### src/rtl/multicycle_controller.sv
// -----------------------------------------------------------------------------
// multicycle_controller
//   Control FSM for a multi-cycle CPU datapath that shares one register file,
//   one ALU, one unified memory port and the PC across several cycles per
//   instruction. Supported instructions: lw, sw, R-type (add/sub/and/or/slt),
//   beq, addi and j. Every memory state waits on the mem_ready handshake.
//
//   Optional feature macro: INSTR_COUNT_EN
//     defined   -> adds output instr_count[31:0], a wrapping count of
//                  completed instructions (illegal-op aborts are not counted).
//     undefined -> no port, no counter logic.
// -----------------------------------------------------------------------------
module multicycle_controller #(
  parameter int OPC_W   = 6,
  parameter int FUNCT_W = 6
) (
  input  logic               clock,
  input  logic               reset,
  input  logic               clock_enable,
  input  logic [OPC_W-1:0]   opcode,
  input  logic [FUNCT_W-1:0] funct,
  input  logic               zero,
  input  logic               mem_ready,
  output logic               pc_write,
  output logic [1:0]         pc_src,
  output logic               ir_write,
  output logic               i_or_d,
  output logic               mem_read,
  output logic               mem_write,
  output logic               mem_to_reg,
  output logic               reg_dst,
  output logic               reg_write,
  output logic               alu_src,
  output logic [1:0]         alu_src_b,
  output logic [3:0]         alu_ctrl,
  output logic               illegal_op,
  output logic [3:0]         state
`ifdef INSTR_COUNT_EN
  ,
  output logic [31:0]        instr_count
`endif
);

  // State encodings (fixed, visible on the debug port)
  localparam logic [3:0] S_FETCH  = 4'd0;
  localparam logic [3:0] S_DECODE = 4'd1;
  localparam logic [3:0] S_MEMADR = 4'd2;
  localparam logic [3:0] S_MEMRD  = 4'd3;
  localparam logic [3:0] S_MEMWB  = 4'd4;
  localparam logic [3:0] S_MEMWR  = 4'd5;
  localparam logic [3:0] S_EXEC   = 4'd6;
  localparam logic [3:0] S_ALUWB  = 4'd7;
  localparam logic [3:0] S_BRANCH = 4'd8;
  localparam logic [3:0] S_ADDIEX = 4'd9;
  localparam logic [3:0] S_ADDIWB = 4'd10;
  localparam logic [3:0] S_JUMP   = 4'd11;

  // Opcodes
  localparam logic [OPC_W-1:0] OP_RTYPE = OPC_W'(6'b000000);
  localparam logic [OPC_W-1:0] OP_LW    = OPC_W'(6'b100011);
  localparam logic [OPC_W-1:0] OP_SW    = OPC_W'(6'b101011);
  localparam logic [OPC_W-1:0] OP_BEQ   = OPC_W'(6'b000100);
  localparam logic [OPC_W-1:0] OP_ADDI  = OPC_W'(6'b001000);
  localparam logic [OPC_W-1:0] OP_J     = OPC_W'(6'b000010);

  // R-type function codes
  localparam logic [FUNCT_W-1:0] FN_ADD = FUNCT_W'(6'b100000);
  localparam logic [FUNCT_W-1:0] FN_SUB = FUNCT_W'(6'b100010);
  localparam logic [FUNCT_W-1:0] FN_AND = FUNCT_W'(6'b100100);
  localparam logic [FUNCT_W-1:0] FN_OR  = FUNCT_W'(6'b100101);
  localparam logic [FUNCT_W-1:0] FN_SLT = FUNCT_W'(6'b101010);

  // ALU operation codes
  localparam logic [3:0] ALU_AND = 4'b0000;
  localparam logic [3:0] ALU_OR  = 4'b0001;
  localparam logic [3:0] ALU_ADD = 4'b0010;
  localparam logic [3:0] ALU_SUB = 4'b0110;
  localparam logic [3:0] ALU_SLT = 4'b0111;

  logic [3:0] state_q;
  logic [3:0] state_d;
  logic [3:0] dec_state;
  logic       illegal_raw;
  logic       funct_ok;
  logic [3:0] alu_fn;
  logic       strobe_en;
  logic       pc_write_raw;
  logic       ir_write_raw;
  logic       mem_read_raw;
  logic       mem_write_raw;
  logic       reg_write_raw;

  assign state = state_q;

  // Strobes are live only when the FSM is running and not being reset.
  assign strobe_en = clock_enable & ~reset;

  // While reset is held, the output decode shows FETCH values regardless of
  // where the FSM was interrupted, so no partial write can escape.
  assign dec_state = reset ? S_FETCH : state_q;

  // R-type funct decode into an ALU operation plus a legality flag
  always_comb begin
    // NOTE: every signal gets a default before the case so no latch is inferred.
    funct_ok = 1'b1;
    alu_fn   = ALU_ADD;
    case (funct)
      FN_ADD:  alu_fn = ALU_ADD;
      FN_SUB:  alu_fn = ALU_SUB;
      FN_AND:  alu_fn = ALU_AND;
      FN_OR:   alu_fn = ALU_OR;
      FN_SLT:  alu_fn = ALU_SLT;
      default: funct_ok = 1'b0;
    endcase
  end

  // Next-state logic; illegal_raw flags an abort back to FETCH
  always_comb begin
    state_d     = state_q;
    illegal_raw = 1'b0;
    case (state_q)
      S_FETCH:  if (mem_ready) state_d = S_DECODE;
      S_DECODE: begin
        case (opcode)
          OP_LW, OP_SW: state_d = S_MEMADR;
          OP_RTYPE:     state_d = S_EXEC;
          OP_BEQ:       state_d = S_BRANCH;
          OP_ADDI:      state_d = S_ADDIEX;
          OP_J:         state_d = S_JUMP;
          default: begin
            state_d     = S_FETCH;
            illegal_raw = 1'b1;
          end
        endcase
      end
      S_MEMADR: state_d = (opcode == OP_SW) ? S_MEMWR : S_MEMRD;
      S_MEMRD:  if (mem_ready) state_d = S_MEMWB;
      S_MEMWB:  state_d = S_FETCH;
      S_MEMWR:  if (mem_ready) state_d = S_FETCH;
      S_EXEC: begin
        if (funct_ok) begin
          state_d = S_ALUWB;
        end else begin
          state_d     = S_FETCH;
          illegal_raw = 1'b1;
        end
      end
      S_ALUWB:  state_d = S_FETCH;
      S_BRANCH: state_d = S_FETCH;
      S_ADDIEX: state_d = S_ADDIWB;
      S_ADDIWB: state_d = S_FETCH;
      S_JUMP:   state_d = S_FETCH;
      default: begin
        // Encodings 12-15 are unreachable in normal operation; recover.
        state_d     = S_FETCH;
        illegal_raw = 1'b1;
      end
    endcase
  end

  // Datapath control decode from the (reset-overridden) registered state
  always_comb begin
    pc_write_raw  = 1'b0;
    ir_write_raw  = 1'b0;
    mem_read_raw  = 1'b0;
    mem_write_raw = 1'b0;
    reg_write_raw = 1'b0;
    pc_src        = 2'b00;
    i_or_d        = 1'b0;
    mem_to_reg    = 1'b0;
    reg_dst       = 1'b0;
    alu_src       = 1'b0;
    alu_src_b     = 2'b00;
    alu_ctrl      = ALU_ADD;
    case (dec_state)
      S_FETCH: begin
        mem_read_raw = 1'b1;
        alu_src_b    = 2'b01;
        ir_write_raw = mem_ready;
        pc_write_raw = mem_ready;
      end
      S_DECODE: alu_src_b = 2'b11;
      S_MEMADR: begin
        alu_src   = 1'b1;
        alu_src_b = 2'b10;
      end
      S_MEMRD: begin
        mem_read_raw = 1'b1;
        i_or_d       = 1'b1;
      end
      S_MEMWB: begin
        reg_write_raw = 1'b1;
        mem_to_reg    = 1'b1;
      end
      S_MEMWR: begin
        mem_write_raw = 1'b1;
        i_or_d        = 1'b1;
      end
      S_EXEC: begin
        alu_src  = 1'b1;
        alu_ctrl = alu_fn;
      end
      S_ALUWB: begin
        reg_write_raw = 1'b1;
        reg_dst       = 1'b1;
      end
      S_BRANCH: begin
        alu_src      = 1'b1;
        alu_ctrl     = ALU_SUB;
        pc_src       = 2'b01;
        pc_write_raw = zero;
      end
      S_ADDIEX: begin
        alu_src   = 1'b1;
        alu_src_b = 2'b10;
      end
      S_ADDIWB: reg_write_raw = 1'b1;
      S_JUMP: begin
        pc_src       = 2'b10;
        pc_write_raw = 1'b1;
      end
      default: ;
    endcase
  end

  // Gate all strobes so a frozen or resetting FSM never touches state
  assign pc_write   = pc_write_raw  & strobe_en;
  assign ir_write   = ir_write_raw  & strobe_en;
  assign mem_read   = mem_read_raw  & strobe_en;
  assign mem_write  = mem_write_raw & strobe_en;
  assign reg_write  = reg_write_raw & strobe_en;
  assign illegal_op = illegal_raw   & strobe_en;

  // State register: synchronous reset, holds while clock_enable is low
  always_ff @(posedge clock) begin
    // NOTE: sequential state uses non-blocking assignments so every flop
    // samples pre-edge values regardless of statement order.
    if (reset) begin
      state_q <= S_FETCH;
    end else if (clock_enable) begin
      state_q <= state_d;
    end
  end

`ifdef INSTR_COUNT_EN
  logic completing;

  // An instruction completes when a final state hands control back to FETCH
  always_comb begin
    completing = 1'b0;
    if (state_d == S_FETCH) begin
      case (state_q)
        S_MEMWB, S_MEMWR, S_ALUWB, S_BRANCH, S_ADDIWB, S_JUMP: completing = 1'b1;
        default: completing = 1'b0;
      endcase
    end
  end

  // Completed-instruction counter; wraps naturally at 32 bits
  always_ff @(posedge clock) begin
    if (reset) begin
      instr_count <= 32'd0;
    end else if (clock_enable && completing) begin
      instr_count <= instr_count + 32'd1;
    end
  end
`endif

endmodule

### config.mk
export PLATFORM = sky130hd
export DESIGN_NAME = multicycle_controller
export DESIGN_NICKNAME = d
export VERILOG_FILES = /design/src/rtl/multicycle_controller.sv
export SDC_FILE = /design/constraint.sdc
export NUM_CORES = 1
export LEC_CHECK = 0
export CAP_MARGIN = 15
export CORE_MARGIN = 3
export CORE_UTILIZATION = 35
export DETAILED_ROUTE_END_ITERATION = 8
export PLACE_DENSITY = 0.76
export SKIP_LAST_GASP = 1
export SYNTH_ARGS = -nofsm -noshare
export SYNTH_HDL_FRONTEND = slang
export SYNTH_SLANG_ARGS = --single-unit
### constraint.sdc
create_clock -name clock -period 4.93 [get_ports clock]
set_clock_uncertainty 0.15 [all_clocks]
set_input_delay 1.479 -clock clock [delete_from_list [all_inputs] [get_ports clock]]
set_output_delay 1.479 -clock clock [all_outputs]
set_load 0.01 [all_outputs]
Yosys cells after proc, flatten, opt, wreduce, memory -nomap -nowiden
Cells that the tools add are included.

storage, ports and cells
  memories = 0
  memory bits (writable) = 0
  output and inout bits = 22
  bits in registers = 4
  memory bits (read-only) = 0
  input bits = 17
  word-level logic and storage cells = 82
  latch bits = 0

operators by class
  multipliers = 0
  divide/modulo/power cells = 0
  shifts and indexed selects = 0
  equality and inequality tests = 35
  order comparisons = 0
  bitwise operators = 8
  reductions and logical operators = 13
  multiplexer cells = 25
  $add $sub $neg = 0

operators by type and width
  cell                                                              count
  6-bit == test (second input constant)                             7
  4-bit by 3-bit == test with 1-bit output (second input constant)  8
  4-bit == test (second input constant)                             8
  4-bit case mux with 7 select lines                                1
  4-bit case mux with 5 select lines                                1
  4-bit by 2-bit == test with 1-bit output (second input constant)  4
  4-bit two-way mux                                                 4
  3-bit case mux with 4 select lines                                1
  1-bit two-way mux                                                 11
  10-bit OR reduction                                               1
  4-bit by 1-bit == test with 1-bit output (second input constant)  2
  4-bit zero test                                                   2
  4-bit case mux with 2 select lines                                1
  2-bit OR reduction                                                4
  1-bit AND                                                         7
  6-bit by 2-bit == test with 1-bit output (second input constant)  1
  6-bit by 3-bit == test with 1-bit output (second input constant)  1
  6-bit by 4-bit == test with 1-bit output (second input constant)  1
  6-bit zero test                                                   1
  3-bit two-way mux                                                 2
  2-bit != test (second input constant)                             3
  1-bit case mux with 3 select lines                                2
  2-bit case mux with 3 select lines                                1
  6-bit OR reduction                                                1
  6 further kinds                                                   6

Depth between registers and ports, before layout
Gate-level depths: netlist (run 1).

  depth after elaboration = 6
  gate-level depth with buffers = 6
  depth with buffers taken out = 5

Worst setup path after synthesis (run 1)
OpenSTA, ideal clock, no wires.

  path kind = input -> output
  start point = input port reset
  end point = output port pc_write
  required time = 3301 ps
  arrival time = 2354 ps
  slack = 947 ps
  stages on the path = 4
  cell sequence = clkbuf_1 -> nor3_1 -> a21oi_1 -> nor2_1

between the ends
  longest elaborated chain between the ends = 4

RTL lines
  item                                                     line  text
  start, declared                                          18    input logic reset,
  4-bit two-way mux                                        100   assign dec_state = reset ? S_FETCH : state_q;
  4-bit == test / 4-bit zero test (equally long branches)  175   case (dec_state)
  1-bit case mux with 3 select lines                       175
  1-bit AND (*)                                            227   assign pc_write = pc_write_raw & strobe_en;
  end, declared                                            24    output logic pc_write,

Mark *: on every way between the ends. The rest lies on a longest branch, timed or not.

Worst setup path in the final report (run 1)
  start point = input port opcode[1]
  end point = output port illegal_op

between the ends
  longest elaborated chain between the ends = 5

RTL lines
  item                                         line  text
  start, declared                              20    input logic [OPC_W-1:0] opcode,
  6-bit == test, or another cell as far along  124   case (opcode)
  6-bit OR reduction (no source line) (*)      -
  1-bit two-way mux (*)                        124
  1-bit case mux with 3 select lines (*)       121   case (state_q)
  1-bit AND (*)                                232   assign illegal_op = illegal_raw & strobe_en;
  end, declared                                36    output logic illegal_op,

Marks and branches as above.

==> metrics.cfg, run 1 <==
[cells_and_area]
antenna_cells = 0
multi_input_area_um2 = 552
nets = 158
regArea_um2 = 80.1
postLayoutCoreUtil = 0.645
largest_reg_flops = 4
fill_cells = 155
layout-drive-gt1-share = 0.137
layoutNonFillerInstCount = 164
area_growth_pct = 70.8

[power_and_ir_drop]
p_leak_nw = 0.404
ir_drop_uv = 94.3
pwr_density_cell_mw_per_mm2 = 123

[setup_path]
max_stage_delay_ns = 0.57
r2r_end = state[1]
worst-endpoint-arrival_ns = 3.20
cpMaxStageDelayCell = clkdlybuf4s50_1
crit_top_cell = clkdlybuf4s50_1
cp_max_fo = 5
r2r_cells = 5
reg2reg_from = state[1]
critPathBufInv = 2
critPathCaptureType = primary output
crit_family = buffers and inverters
start_kind = primary input
r2r_slack_ns = 3.04
crit_type = primary input to primary output
cp.required_ns = 3.30
worstPathCellList = clkdlybuf4s50_1 -> o21ai_0 -> o21ai_1 -> nor4_2 -> nand3b_1 -> a21oi_1 -> clkdlybuf4s50_1

[sta]
post-route-period-util = 0.980
fin_ws_ns = 0.101
hold_viol = 0
drv_slew = 0
fmaxAchievable_mhz = 207
setup_viol = 0
maxSlewHeadroom = 0.543
fin_crit_ns = 4.83
tightest_slew_ns = 0.684

[route]
drt_iter0_drc = 36
drc_errors = 0
antenna_left = 0
dr.pass1.iters = 4
routedWlPerCell_um = 13.7
vias = 940
via_per_inst = 5.73
totalWireLength_um = 2250

[cts]
clk_latency_ns = 0.24
cts_buffers = 3
path_clk_slew_ns = 0.04
h-tree-depth = 1
cts_root_buffer = clkbuf_4
cts_tree = yes
numClockSinks = 4
cts_buffer_depth = 2
hold_buffers = 0

[min_path]
hold_path_end = state[3]
worstHoldPathCells = 2
hold_start = state[0]
hold_path.class = flop to flop

[global_route]
grtUsageTotal = 0.185
grt-ovfl-total = 0
grt_pass1_vias = 838
grt_max_degree = 19
grt_pass1_wl_um = 3620
antenna_found_initial = 0

[status]
status = finished, final reports clean

[logic_synthesis]
postSynthCellCount = 98
synth-seq-cells = 4
yosysWarnings = 0
synth_top_area_cell = dfxtp_1
dominantRegCellSynth = dfxtp_1
syn-num-nets = 115
synth_top_area_frac = 0.121
synth_edf_count = 0
synth.area.top_cells = dfxtp_1 (12%), a21oi_1 (6.1%), nor4_1 (5.7%)
ys_types = 42
ys_seq_area_frac = 0.121
synthArstFlopShare = 0
syn_area_um2 = 659
syn_area_per_cell_um2 = 6.73

[floorplan]
die-area_mm2 = 0.00244
fp.dieW_um = 49.4
num_rows = 15
core-area_mm2 = 0.00175
ios = 39
floorplan.initialDensity = 0.378
fp.dieH_um = 49.4

[placement]
gp_congestion = 0.839
hpwl_um = 1680
port_buffers = 37
place_ws_ns = -0.0193
numPlacedInstances = 161

[flow_run]
maxCapViolCount = 0

synthesized netlist by cell type, types with 2 or more instances:
library cell / instances
dfxtp_1: 4
nor4_1: 6
nand2b_1: 4
a22o_1: 2
inv_1: 2
nand2_1: 6
nor3b_1: 2
nor2b_1: 2
a21oi_1: 8
a21o_1: 2
a211oi_1: 2
nand3_1: 3
xor2_1: 2
or3_1: 2
nor3_1: 6
nor2_1: 9
buf_2: 3
clkbuf_1: 2
o21ai_0: 4
and3_1: 4
buf_4: 2
area by class of cell:
type                            instances  area share
Clock buffer                            3      0.0200
Inverter                                3      0.0100
Multi-Input combinational cell         84       0.490
Timing Repair Buffer                   45       0.381
Tap cell                               25      0.0278
Sequential cell                         4      0.0711
layer usage:
layer | routed length (µm) | vias up | global-route usage
li1 | - | 452 | -
met1 | 906 | 438 | 0.216
met2 | 1130 | 46 | 0.317
met3 | 190 | 4 | 0.0367
met4 | 27 | 0 | 0.0968
met5 | 0 | - | 0
cells in the final DEF (no fill, tap or decap), types with 3 or more instances in the layout:
cell type        instances
nand2_1                  6
o21ai_0                  4
nor4_1                   4
a21oi_1                  8
nand2b_1                 4
clkbuf_4                 3
nor3_1                   6
dfxtp_1                  4
and3_1                   4
nand3_1                  3
buf_4                    8
clkdlybuf4s50_1         36
nor2_1                   9
kinds of logic (layout without fill, tap and decap cells):
group | count (synthesis) | count (layout) | share of synthesized area
simple gates | 51 | 51 | 0.427
compound gates | 27 | 27 | 0.294
buf+inv | 10 | 51 | 0.0740
flops | 4 | 4 | 0.121
xor+xnor | 3 | 3 | 0.0399
mux | 2 | 2 | 0.0379
other cells | 1 | 1 | 0.00569
worst min-delay path, cell delays in order (launching register included):
cell	delay (ns)
dfxtp_1	0.41
nand2_1	0.16
a211oi_1	0.08
report_power, final:
group	internal (mW)	switching (mW)	total, mW
logic	0.0330	0.0265	0.0595
registers	0.0336	0.00343	0.0370
clock network	0.0273	0.0144	0.0417
metrics by stage:
stage / TNS, ns / hold WS (ns) / power, mW / area (µm²)
after floorplan: 0 / 0.523 / 0.0650 / 659
after global placement: 0 / 0.555 / 0.0949 / 1080
after detailed placement: -0.0193 / 0.548 / 0.0954 / 1080
after CTS: 0 / 0.558 / 0.139 / 1100
after global routing: -0.00262 / 0.643 / 0.149 / 1130
final: 0 / 0.564 / 0.138 / 1130
what timing repair did:
action                                  in CTS  in global routing
endpoints found under the setup margin       1                  2
resized for setup                            1                  4
setup buffers                                0                  0
how the worst max path moves through the flow:
stage                     startpoint     endpoint  slack (ns)  cells after the start
after floorplan                reset     pc_write        0.95                      4
after global placement         reset  alu_ctrl[2]        0.03                      6
after detailed placement       reset  alu_ctrl[2]       -0.02                      6
after CTS                  opcode[3]   illegal_op        0.07                      7
after global routing       opcode[1]   illegal_op      -0.003                      7
final                      opcode[1]   illegal_op        0.10                      7
Note: power is estimated with default switching activity, not from simulation.
==> inputs of run 2 (changes only) <==
--- a/config.mk
+++ b/config.mk
@@ -7,9 +7,11 @@
 export LEC_CHECK = 0
 export CAP_MARGIN = 15
 export CORE_MARGIN = 3
-export CORE_UTILIZATION = 35
+export CORE_UTILIZATION = 40
+export CTS_BUF_LIST = sky130_fd_sc_hd__clkbuf_16
 export DETAILED_ROUTE_END_ITERATION = 8
-export PLACE_DENSITY = 0.76
+export HOLD_SLACK_MARGIN = 0.12
+export PLACE_DENSITY = 0.85
 export SKIP_LAST_GASP = 1
 export SYNTH_ARGS = -nofsm -noshare
 export SYNTH_HDL_FRONTEND = slang
==> metrics.cfg, run 2 (same netlist as run 1, synthesis figures left out) <==
[status]
status = finished, final reports clean

[cells_and_area]
area_growth_pct = 78.0
fill_cells = 129
most-common-layout-cells = clkdlybuf4s50_1 (35), nor2_1 (8), a21oi_1 (8), buf_4 (8)
layout-drive-gt1-share = 0.137
nets = 158
layout_commonest_cell = clkdlybuf4s50_1
fin_area_mm2 = 0.00117
largest_reg_flops = 4
antenna_cells = 0

[power_and_ir_drop]
finalPower_uw = 225
pwr_density_cell_mw_per_mm2 = 191
swShare = 0.240
power_switching_uw = 53.9
ir_drop_uv = 148
p_clk_frac = 0.563
p_comb_frac = 0.271
p_leak_nw = 0.452
seqPwrFrac = 0.166
internal_power_uw = 171

[route]
drc_errors = 0
drt_iter0_drc = 34
totalWireLength_um = 2290
vias = 949
routedWlPerCell_um = 14.8
via_per_inst = 6.12
antenna_left = 0
dr.pass1.iters = 4

[setup_path]
startpoint = funct[5]
r2r_cells = 5
reg2reg_from = state[1]
crit_top_cell = clkdlybuf4s50_1
critPathCaptureType = primary output
crit_type = primary input to primary output
crit_end = alu_ctrl[2]
crit_family = buffers and inverters
r2r_slack_ns = 3.04
cp.required_ns = 3.30
worst-endpoint-arrival_ns = 3.23
cpMaxStageDelayCell = clkdlybuf4s50_1
worstPathCellList = clkdlybuf4s50_1 -> nor2b_1 -> nand4_1 -> nor4b_2 -> or2_1 -> clkdlybuf4s50_1
critPathBufInv = 2
start_kind = primary input
r2r_end = state[1]
cp.depth = 6
cp_max_fo = 3
max_stage_delay_ns = 0.54

[floorplan]
fp.dieW_um = 46.6
num_rows = 14
fp.dieH_um = 46.6
floorplan.initialDensity = 0.433
core-area_mm2 = 0.00152
ios = 39
die-area_mm2 = 0.00217

[global_route]
grt_max_degree = 19
antenna_found_initial = 0
grtUsageTotal = 0.225
grt_pass1_wl_um = 3580
grt_pass1_vias = 870
grt-ovfl-total = 0

[sta]
fmaxAchievable_mhz = 206
fin_ws_ns = 0.0711
final.setup.tns_ns = 0
setup_viol = 0
post-route-period-util = 0.986
hold_viol = 0
fin_crit_ns = 4.86
drv_slew = 0
hold-worst-slack_ns = 0.573
maxSlewHeadroom = 0.554
tightest_slew_ns = 0.668
rsz0062_at_grt = yes

[flow_run]
maxCapViolCount = 0

[cts]
cts_resized = 1
clk_latency_ns = 0.23
post_cts_buffers = 0
cts_root_buffer = clkbuf_16
path_clk_slew_ns = 0.03
numClockSinks = 4
cts_buffers = 3
hold_buffers = 0
h-tree-depth = 1
cts_tree = yes
cts_buffer_depth = 2

[placement]
hpwl_um = 1760
gp_congestion = 0.902
place_ws_ns = -0.0310
port_buffers = 37
place_area_mm2 = 0.00107

[min_path]
hold_path.class = flop to flop

==> run 2: cell types whose count changed in the layout (fill, tap and decap cells not counted) <==
cell	previous run	this run
clkbuf_16	0	3
nor2_2	1	2
nor2b_2	1	0
clkbuf_4	3	0
nor2_1	9	8
dlymetal6s2s_1	0	2
dlygate4sd2_1	1	0
clkdlybuf4s50_1	36	35
nor2b_1	1	2
==> run 2: through the flow <==
| stage | util | cells |
|---|---|---|
| global route | 0.770 | 155 |
| finish | 0.770 | 155 |
| global placement | 0.704 | 152 |
| floorplan | - | 98 |
| CTS | 0.755 | 155 |
| detailed placement | 0.704 | 152 |
==> run 2: cell type report <==
| class | instances | area (µm²) | area share |
|---|---|---|---|
| clock buffer | 3 | 75.1 | 0.0640 |
| timing repair buffer | 45 | 435 | 0.371 |
| inverter | 3 | 11.3 | 0.00959 |
| tap | 16 | 20.0 | 0.0171 |
| multi-input combinational | 84 | 552 | 0.470 |
| sequential | 4 | 80.1 | 0.0682 |
==> run 2: tightest hold or removal path, cell delays in order (launching register included) <==
cell and delay [ns]:
dfxtp_1 0.42, nand2_1 0.16, a211oi_1 0.08
==> run 2: power by group through the flow <==
stage                     registers (mW)  clock network (mW)  logic [mW]
final                             0.0372               0.126      0.0610
after detailed placement          0.0376                   0      0.0591
after global placement            0.0374                   0      0.0579
after global routing              0.0375               0.133      0.0661
after CTS                         0.0372               0.129      0.0597
after floorplan                   0.0352                   0      0.0299
==> run 2: worst min path at each step <==
stage                  start       end  slack (ns)  depth (start not counted)
floorplan           state[2]  state[0]        0.52                          3
global route        state[0]  state[3]        0.62                          2
CTS                 state[0]  state[3]        0.57                          2
detailed placement  state[0]  state[3]        0.56                          2
finish              state[0]  state[3]        0.57                          2
global placement    state[0]  state[3]        0.55                          2
==> run 2: layer usage <==
metal | vias up | share of wire | track usage
li1 | 448 | - | -
met1 | 439 | 0.42 | 0.267
met2 | 53 | 0.47 | 0.376
met3 | 9 | 0.078 | 0.0430
met4 | 0 | 0.028 | 0.119
met5 | - | 0 | 0
